$ cat config.mk
export PLATFORM = sky130hd
export DESIGN_NAME = child_seq_ctrl
export DESIGN_NICKNAME = d
export VERILOG_FILES = /design/src/rtl/child_seq_pkg.sv /design/src/rtl/child_seq_ctrl_timer.sv /design/src/rtl/child_seq_ctrl.sv
export SDC_FILE = /design/constraint.sdc
export NUM_CORES = 1
export LEC_CHECK = 0
export BUFFER_PORTS_ARGS = -buffer_cell sky130_fd_sc_hd__buf_2
export CAP_MARGIN = 10
export CORE_MARGIN = 2
export CORE_UTILIZATION = 50
export DETAILED_ROUTE_END_ITERATION = 6
export PLACE_DENSITY = 0.8
export SLEW_MARGIN = 10
export SYNTH_ARGS = -nofsm -noshare
export SYNTH_HDL_FRONTEND = slang
export SYNTH_SLANG_ARGS = --single-unit
$ cat constraint.sdc
create_clock -name clk -period 5 [get_ports clk]
set_input_delay 1 -clock clk [delete_from_list [all_inputs] [get_ports clk]]
set_output_delay 1 -clock clk [all_outputs]
set_load 0.005 [all_outputs]
$ cat src/rtl/child_seq_pkg.sv
// -----------------------------------------------------------------------------
// child_seq_pkg
// Shared types and helpers for the child sequencing controller.
//   state_e      : controller FSM states
//   fail_code_e  : encoding reported on fail_code_o
//   IDX_W        : width of the child index (covers up to 16 children)
//   cnt_width()  : bits needed to hold a value 0..max_val (minimum 1)
// -----------------------------------------------------------------------------
package child_seq_pkg;

  localparam int IDX_W = 4;

  typedef enum logic [2:0] {
    IDLE  = 3'd0,
    ISSUE = 3'd1,
    WAIT  = 3'd2,
    DONE  = 3'd3,
    FAIL  = 3'd4
  } state_e;

  typedef enum logic [1:0] {
    FAIL_NONE    = 2'd0,
    FAIL_CHILD   = 2'd1,
    FAIL_TIMEOUT = 2'd2,
    FAIL_ABORT   = 2'd3
  } fail_code_e;

  function automatic int cnt_width(input int max_val);
    if (max_val < 2) begin
      return 1;
    end
    return $clog2(max_val + 1);
  endfunction

endpackage

$ cat src/rtl/child_seq_ctrl_timer.sv
// -----------------------------------------------------------------------------
// child_seq_timer
// Loadable saturating down-counter used as the per-child timeout.
//   clk, rst     : clock, synchronous active-high reset
//   load_i       : load load_val_i (takes priority over en_i)
//   load_val_i   : value loaded on load_i
//   en_i         : decrement by one per cycle, stopping at zero
//   expired_o    : counter is at zero
// -----------------------------------------------------------------------------
module child_seq_timer #(
  parameter int W = 8
) (
  input  logic         clk,
  input  logic         rst,
  input  logic         load_i,
  input  logic [W-1:0] load_val_i,
  input  logic         en_i,
  output logic         expired_o
);

  logic [W-1:0] r_count;

  // NOTE: sequential state is always assigned with <= so every register
  // samples the pre-edge values of its neighbours, independent of block order.
  always_ff @(posedge clk) begin
    if (rst) begin
      r_count <= '0;
    end else if (load_i) begin
      r_count <= load_val_i;
    end else if (en_i && (r_count != '0)) begin
      r_count <= r_count - W'(1);
    end
  end

  assign expired_o = (r_count == '0);

endmodule

$ cat src/rtl/child_seq_ctrl.sv
// -----------------------------------------------------------------------------
// child_seq_ctrl
// Activates NUM_CHILDREN children strictly in index order with a req/done
// handshake, applies a per-child timeout and reports completion, the failing
// child and the elapsed cycle count to the parent.
//   clk, rst      : clock, synchronous active-high reset
//   start_i       : pulse starting a sequence (only honoured in IDLE)
//   abort_i       : cancels an active sequence (ISSUE/WAIT only)
//   child_req_o   : one-hot request to the active child (registered)
//   child_done_i  : per-child completion pulse
//   child_err_i   : per-child error, qualified by the matching done bit
//   busy_o        : sequence in progress (ISSUE, WAIT, DONE, FAIL)
//   done_o        : one-cycle pulse, all children completed cleanly
//   fail_o        : one-cycle pulse, child error / timeout / abort
//   fail_code_o   : fail_code_e of the last sequence, held until next start
//   fail_idx_o    : child index active at failure, held until next start
//   cycles_o      : busy cycles of the last sequence, saturating, held
// -----------------------------------------------------------------------------
module child_seq_ctrl
  import child_seq_pkg::*;
#(
  parameter int NUM_CHILDREN   = 5,
  parameter int TIMEOUT_CYCLES = 255,
  parameter int CNT_W          = 16
) (
  input  logic                    clk,
  input  logic                    rst,
  input  logic                    start_i,
  input  logic                    abort_i,
  output logic [NUM_CHILDREN-1:0] child_req_o,
  input  logic [NUM_CHILDREN-1:0] child_done_i,
  input  logic [NUM_CHILDREN-1:0] child_err_i,
  output logic                    busy_o,
  output logic                    done_o,
  output logic                    fail_o,
  output logic [1:0]              fail_code_o,
  output logic [IDX_W-1:0]        fail_idx_o,
  output logic [CNT_W-1:0]        cycles_o
);

  localparam int               TMR_W    = cnt_width(TIMEOUT_CYCLES);
  localparam logic [TMR_W-1:0] TMR_LOAD = TMR_W'(TIMEOUT_CYCLES);

  // Registers
  state_e                  r_state;
  logic [IDX_W-1:0]        r_idx;
  logic [NUM_CHILDREN-1:0] r_req;
  fail_code_e              r_fail_code;
  logic [IDX_W-1:0]        r_fail_idx;
  logic [CNT_W-1:0]        r_cycles;

  // Next-state / control wires
  state_e                  w_state_next;
  logic [IDX_W-1:0]        w_idx_next;
  logic [NUM_CHILDREN-1:0] w_req_next;
  fail_code_e              w_fail_code_next;
  logic [IDX_W-1:0]        w_fail_idx_next;
  logic                    w_cycles_clr;
  logic                    w_tmr_load;
  logic                    w_tmr_en;
  logic                    w_tmr_expired;

  // Decoded view of the active child; all other children's bits are ignored.
  logic [NUM_CHILDREN-1:0] w_sel;
  logic                    w_done_sel;
  logic                    w_err_sel;
  logic                    w_last;
  logic                    w_timeout;

  assign w_sel      = NUM_CHILDREN'(1) << r_idx;
  assign w_done_sel = |(child_done_i & w_sel);
  assign w_err_sel  = |(child_err_i & w_sel);
  assign w_last     = (r_idx == IDX_W'(NUM_CHILDREN - 1));
  // A zero timeout disables expiry entirely.
  assign w_timeout  = (TIMEOUT_CYCLES != 0) && w_tmr_expired;

  child_seq_timer #(
    .W (TMR_W)
  ) u_timer (
    .clk        (clk),
    .rst        (rst),
    .load_i     (w_tmr_load),
    .load_val_i (TMR_LOAD),
    .en_i       (w_tmr_en),
    .expired_o  (w_tmr_expired)
  );

  // NOTE: every signal driven here gets a default first, so no path through
  // the case statement can leave one unassigned and infer a latch.
  always_comb begin
    w_state_next     = r_state;
    w_idx_next       = r_idx;
    w_req_next       = r_req;
    w_fail_code_next = r_fail_code;
    w_fail_idx_next  = r_fail_idx;
    w_cycles_clr     = 1'b0;
    w_tmr_load       = 1'b0;
    w_tmr_en         = 1'b0;

    unique case (r_state)
      IDLE: begin
        if (start_i) begin
          w_state_next     = ISSUE;
          w_idx_next       = '0;
          w_fail_code_next = FAIL_NONE;
          w_fail_idx_next  = '0;
          w_cycles_clr     = 1'b1;
        end
      end

      ISSUE: begin
        if (abort_i) begin
          w_state_next     = FAIL;
          w_fail_code_next = FAIL_ABORT;
          w_fail_idx_next  = r_idx;
          w_req_next       = '0;
        end else begin
          w_state_next = WAIT;
          w_req_next   = w_sel;
          w_tmr_load   = 1'b1;
        end
      end

      WAIT: begin
        w_tmr_en = 1'b1;
        // Priority: abort, then done (clean or error), then timeout.
        if (abort_i) begin
          w_state_next     = FAIL;
          w_fail_code_next = FAIL_ABORT;
          w_fail_idx_next  = r_idx;
          w_req_next       = '0;
        end else if (w_done_sel) begin
          w_req_next = '0;
          if (w_err_sel) begin
            w_state_next     = FAIL;
            w_fail_code_next = FAIL_CHILD;
            w_fail_idx_next  = r_idx;
          end else if (w_last) begin
            w_state_next = DONE;
          end else begin
            w_state_next = ISSUE;
            w_idx_next   = r_idx + IDX_W'(1);
          end
        end else if (w_timeout) begin
          w_state_next     = FAIL;
          w_fail_code_next = FAIL_TIMEOUT;
          w_fail_idx_next  = r_idx;
          w_req_next       = '0;
        end
      end

      DONE: begin
        w_state_next = IDLE;
      end

      FAIL: begin
        w_state_next = IDLE;
        w_req_next   = '0;
      end

      default: begin
        w_state_next = IDLE;
        w_req_next   = '0;
      end
    endcase
  end

  always_ff @(posedge clk) begin
    if (rst) begin
      r_state     <= IDLE;
      r_idx       <= '0;
      r_req       <= '0;
      r_fail_code <= FAIL_NONE;
      r_fail_idx  <= '0;
      r_cycles    <= '0;
    end else begin
      r_state     <= w_state_next;
      r_idx       <= w_idx_next;
      r_req       <= w_req_next;
      r_fail_code <= w_fail_code_next;
      r_fail_idx  <= w_fail_idx_next;
      // Counts every busy cycle including the DONE/FAIL cycle, so the final
      // value is visible once the controller is back in IDLE.
      if (w_cycles_clr) begin
        r_cycles <= '0;
      end else if ((r_state != IDLE) && (r_cycles != '1)) begin
        r_cycles <= r_cycles + CNT_W'(1);
      end
    end
  end

  assign child_req_o = r_req;
  assign busy_o      = (r_state != IDLE);
  assign done_o      = (r_state == DONE);
  assign fail_o      = (r_state == FAIL);
  assign fail_code_o = r_fail_code;
  assign fail_idx_o  = r_fail_idx;
  assign cycles_o    = r_cycles;

endmodule

# == Yosys cells after proc, flatten, opt, wreduce, memory -nomap -nowiden ==
# Index checks and enable logic that the tools add are counted.
# totals
register_bits,42
input_bits,14
out_inout_bits,30
wordCells,84
# op_classes
n_addsub,3
eq_ne,14
shift,1
mux,39
n_bitwise,3
reduce_logical,17
# ops
operator,n
4-bit two-way mux,10
5-bit two-way mux,4
3-bit two-way mux,6
16-bit by 1-bit adder with 16-bit output (second input constant),1
8-bit two-way mux,2
16-bit != test (second input constant),1
5-bit one-hot mux with 3 select lines,1
2-bit two-way mux,7
2-bit != test (second input constant),6
4-bit one-hot mux with 3 select lines,1
5-bit bitwise AND,2
5-bit OR reduction,2
3-bit one-hot mux with 3 select lines,1
8-bit logical NOT,1
4-bit one-hot mux with 2 select lines,1
8-bit nonzero test,1
8-bit by 1-bit subtractor with 8-bit output (second input constant),1
3-bit by 2-bit == test with 1-bit output (second input constant),2
2-bit one-hot mux with 3 select lines,1
6-bit AND reduction,1
3-bit nonzero test,2
1-bit two-way mux,5
5-bit AND reduction,1
1-bit by 4-bit << shifter with 5-bit output (first input constant),1
12 further kinds,16

# == Longest topological paths before layout ==
# logic_depth
ltp_word,7
mapped_depth,9
mapped_depth_nobuf,7

# == Cells and area by module ==
# From an unflattened synthesis, not the netlist that was laid out.
# unflattened
cells_unflattened,265
hier_area_um2,2306.0
# by_module_without_submodules
module,instances,cells_per_inst,area_each_um2,seq_area_each_um2
child_seq_ctrl,1,206,1790.5,680.7
child_seq_timer,1,59,515.5,160.2

# == Worst setup path after synthesis ==
# Ideal clock, no wire load.
# synth_timing
kind,input port to flip-flop
from,input child_done_i[0]
to,register r_fail_code[0] (netlist: fail_code_o[0])
setup_time_ns,0.131
arrival_ns,2.369
path_slack_ns,2.499
stages,7
path_cell_list,mux2_4 a31o_1 buf_6 o41a_1 and2_4 buf_6 mux2i_1
# synth_via
elab_chain_len,5
elab_cells_between_ends,8
classes_between,eq/ne: 2; mux: 3; bitwise: 1; reduce/logical: 2
# synth_rtl
element,line_no,rtl
start: declaration,child_seq_ctrl.sv:31,"input logic [NUM_CHILDREN-1:0] child_done_i,"
5-bit bitwise AND *,child_seq_ctrl.sv:71,assign w_done_sel = |(child_done_i & w_sel);
5-bit OR reduction *,child_seq_ctrl.sv:71,
2-bit two-way mux,child_seq_ctrl.sv:132,end else if (w_done_sel) begin
2-bit two-way mux,child_seq_ctrl.sv:127,if (abort_i) begin
2-bit one-hot mux with 3 select lines,child_seq_ctrl.sv:100,unique case (r_state)
end signal: assignment,child_seq_ctrl.sv:180,r_fail_code <= w_fail_code_next;
end: declaration,child_seq_ctrl.sv:48,fail_code_e r_fail_code;
# Mark *: on every way between the ends. The rest lies on a longest branch, timed or not.
# A chain may end at the register's enable or synchronous reset.

# == Worst setup path in the final report ==
# layout_timing
from,register r_state[1]
to,output busy_o
# layout_via
elab_chain_len,1
# layout_rtl
element,line_no,rtl
start: declaration,child_seq_ctrl.sv:45,state_e r_state;
start signal: assignment,child_seq_ctrl.sv:177,r_state <= w_state_next;
3-bit nonzero test,child_seq_ctrl.sv:193,assign busy_o = (r_state != IDLE);
end: declaration,child_seq_ctrl.sv:33,"output logic busy_o,"
# No other way between the ends.

==> results.md <==
- Outcome: complete, no violations
- Post-Syn Instances: 271
- Post-DP HPWL: 3.62 mm
- Worst vdd ir: 192 uV
- Number of setup buffers added after CTS: 0
- Critical Path RT: 4.00 ns
- Initial antenna violation count: 0
- CTS Buffer Depth: 2
- Pre-antenna DRT Iters: 4
- WL/cell: 14.0 um
- Crit end category: primary output
- Die footprint: 5260 um^2
- Count leader, synth: dfxtp_1
- Placer Congestion: 0.800
- Clk_lat worst skew: 0.30 ns
- Tot Pwr: 735 uW
- Synth cell count leaders: 42 x dfxtp_1, 27 x nor2_1, 20 x nand2_1, 14 x a21oi_1, 13 x xor2_1
- Worst Clk Skew: 0.0120 ns
- Total Negative Setup Slacks: 0 ns
- WHS Path Cells: 2
- Flop-to-flop setup slack: 2.61 ns
- Yosys top cell area share: 35.8%
- Critical register-to-register path endpoint: r_idx[2]$_SDFFE_PP0P_
- Layout cells sized above 1: 20.0%
- Origin of the worst min-delay path: fail_idx_o[3]$_SDFFE_PP0P_
- Post-route core utilization: 59.5%
- Leak: 0.00106 uW
- Asr flop ratio synth: 0%
- Fmax: 0.376 GHz
- Final hold violation count: 0
- Drt initial violations: 126
- Final Critical Period: 2.66 ns
- Reported max-cap violation count: 0
- Max Slew Vio Count: 0
- Core ar.: 4440 um^2
- Vias/cell: 5.86
- Min-Delay Endpoint: fail_idx_o[3]$_SDFFE_PP0P_
- First-pass GRT wire length: 8.41 mm
- Synthesized net count: 293
- Worst Hold Class: reg -> reg
- Int Pwr: 519 uW
- Start point of the critical path: r_state[1]$_SDFFE_PP0P_
- WL final: 5.08 mm
- Post-route DRC: 0
- Cts hold-fix bufs: 0
- Final setup violation count: 0
- Total Nets Final: 331
- Tot GR Track Use: 20.3%
- Area leader, netlist: dfxtp_1
- Root Driver: clkbuf_8
- CTS Buf Count: 5
- Starting Density: 52.8%
- Synth warn: 0
- Ant. Diodes: 0
- Post-synth EDFFs: 0
- Sw Ratio: 29.3%
- Slew at the pin with the worst max-slew slack: 0.898 ns
- P per Cell Area: 278 nW/um^2
- Gates resized, CTS repair: 0
- Row count: 24
- Routed Antenna Nets: 0
- WS Path Type: reg -> out
- Largest cells by area after synthesis: dfxtp_1 36%, xor2_1 4.9%, nor2_1 4.3%
- Critical path data arrival time: 1.66 ns
- FF-to-FF path depth: 6
- Worst-path clk slew: 0.08 ns
- Die Span Y: 72.5 um
- Combinational power share: 18.5%
- Synthesis-to-layout area growth: 12.7%
- Synthesis-stage register bit count: 42
- Most used flip-flop cell after synthesis: dfxtp_1
- Fill count: 403
- Netlist Area Pre-Place: 2350 um^2
- Final worst path period share: 53.2%
- Sequential share of the synthesized area: 35.8%
- Die Wd: 72.5 um
- H-tree level count: 2
- Max_slew headroom: 39.3%
- Largest fanout on the critical path: 14
- RSZ-0062 raised after global routing: no
- Port bufs: 43
- Vias in the first global route: 1,855
- Net Sw Power: 215 uW
- Power share of the clock group: 31.2%
- Gr ovfl total: 0
- CTS tree: yes
- Distinct cell type count after synthesis: 57
- Num ports: 44
- Vias: 2,123
- CP startpoint kind: register
- Clock sinks: 42
- Sequential Power Share: 50.2%
- Reg2Reg Launch Point: r_idx[2]$_SDFFE_PP0P_
- Largest net degree at the start of global routing: 33
- Avg Inst Size Synth: 8.66 um^2
-- routing by layer --
metal	wire [um]	vias up	global-route usage, %
met4	63	0	6.79
li1	-	1063	-
met2	2440	56	32.2
met5	0	-	0
met3	247	6	5.00
met1	2330	998	27.0
-- cell usage in the layout, fill, tap and decap left out, types with 3 or more instances in the layout --
cell type / instances
nor2_1: 27
a31oi_1: 4
clkbuf_8: 6
xnor2_1: 5
nand4_1: 4
o211ai_1: 10
mux2i_1: 4
a21oi_1: 14
xor2_1: 13
nand2_1: 20
buf_2: 43
nor3_1: 7
nor2b_1: 3
or4_1: 3
inv_1: 11
and3_1: 6
nand3_1: 10
dfxtp_1: 42
ha_1: 8
nor4_1: 3
o21ai_0: 5
a22oi_1: 4
or3_1: 4
nand2b_1: 8
-- state kept, by name, indices dropped and copies added, names as in the netlist --
name             cells
cycles_o            16
u_timer.r_count      8
child_req_o          5
fail_idx_o           4
r_idx                4
r_state              3
fail_code_o          2
-- cell families (layout without fill, tap and decap cells) --
family,after synthesis,count (layout),synth area share (%)
compound gates,62,62,20.0
xor+xnor,18,18,6.72
fa+ha+maj,8,8,4.26
buf+inv,23,62,5.01
flops,42,42,35.8
mux,5,5,2.35
simple gates,113,113,25.9
-- worst max-delay path, cell delays in order, from the launching register on --
cell	delay, ns
dfxtp_1	0.43
nor3_1	0.51
inv_1	0.23
buf_2	0.18
-- metrics by stage --
step	area, um^2	hold WS, ns	instances	setup slack, ns
detailed placement	2550	0.454	354	2.36
global placement	2550	0.448	354	2.41
finish	2650	0.463	362	2.34
floorplan	2350	0.459	271	2.50
CTS	2650	0.466	362	2.32
global route	2650	0.491	362	2.17
-- worst max path at each step --
stage	to	slack [ns]	cells past startpoint
floorplan	fail_code_o[0]$_SDFFE_PP0P_	2.50	7
CTS	busy_o	2.32	3
global placement	child_req_o[1]$_SDFFE_PP0P_	2.41	6
detailed placement	r_idx[2]$_SDFFE_PP0P_	2.36	6
global route	busy_o	2.17	3
finish	busy_o	2.34	3
-- power by group through the flow --
stage               clock, uW  sequential [uW]  combinational [uW]
floorplan                   0              370                 114
global placement            0              376                 132
detailed placement          0              376                 135
CTS                       234              368                 136
global route              250              372                 152
finish                    229              369                 136
-- cell type report --
class	count	area [um^2]	area share [%]
clock inverters	2	12.5	0.473
clock buffers	6	82.6	3.12
inverters	11	41.3	1.56
flip-flops and latches	42	841	31.8
multi-input cells	206	1390	52.5
well taps	52	65.1	2.46
repair buffers	43	215	8.13
Power figures use the tool's default switching activity.
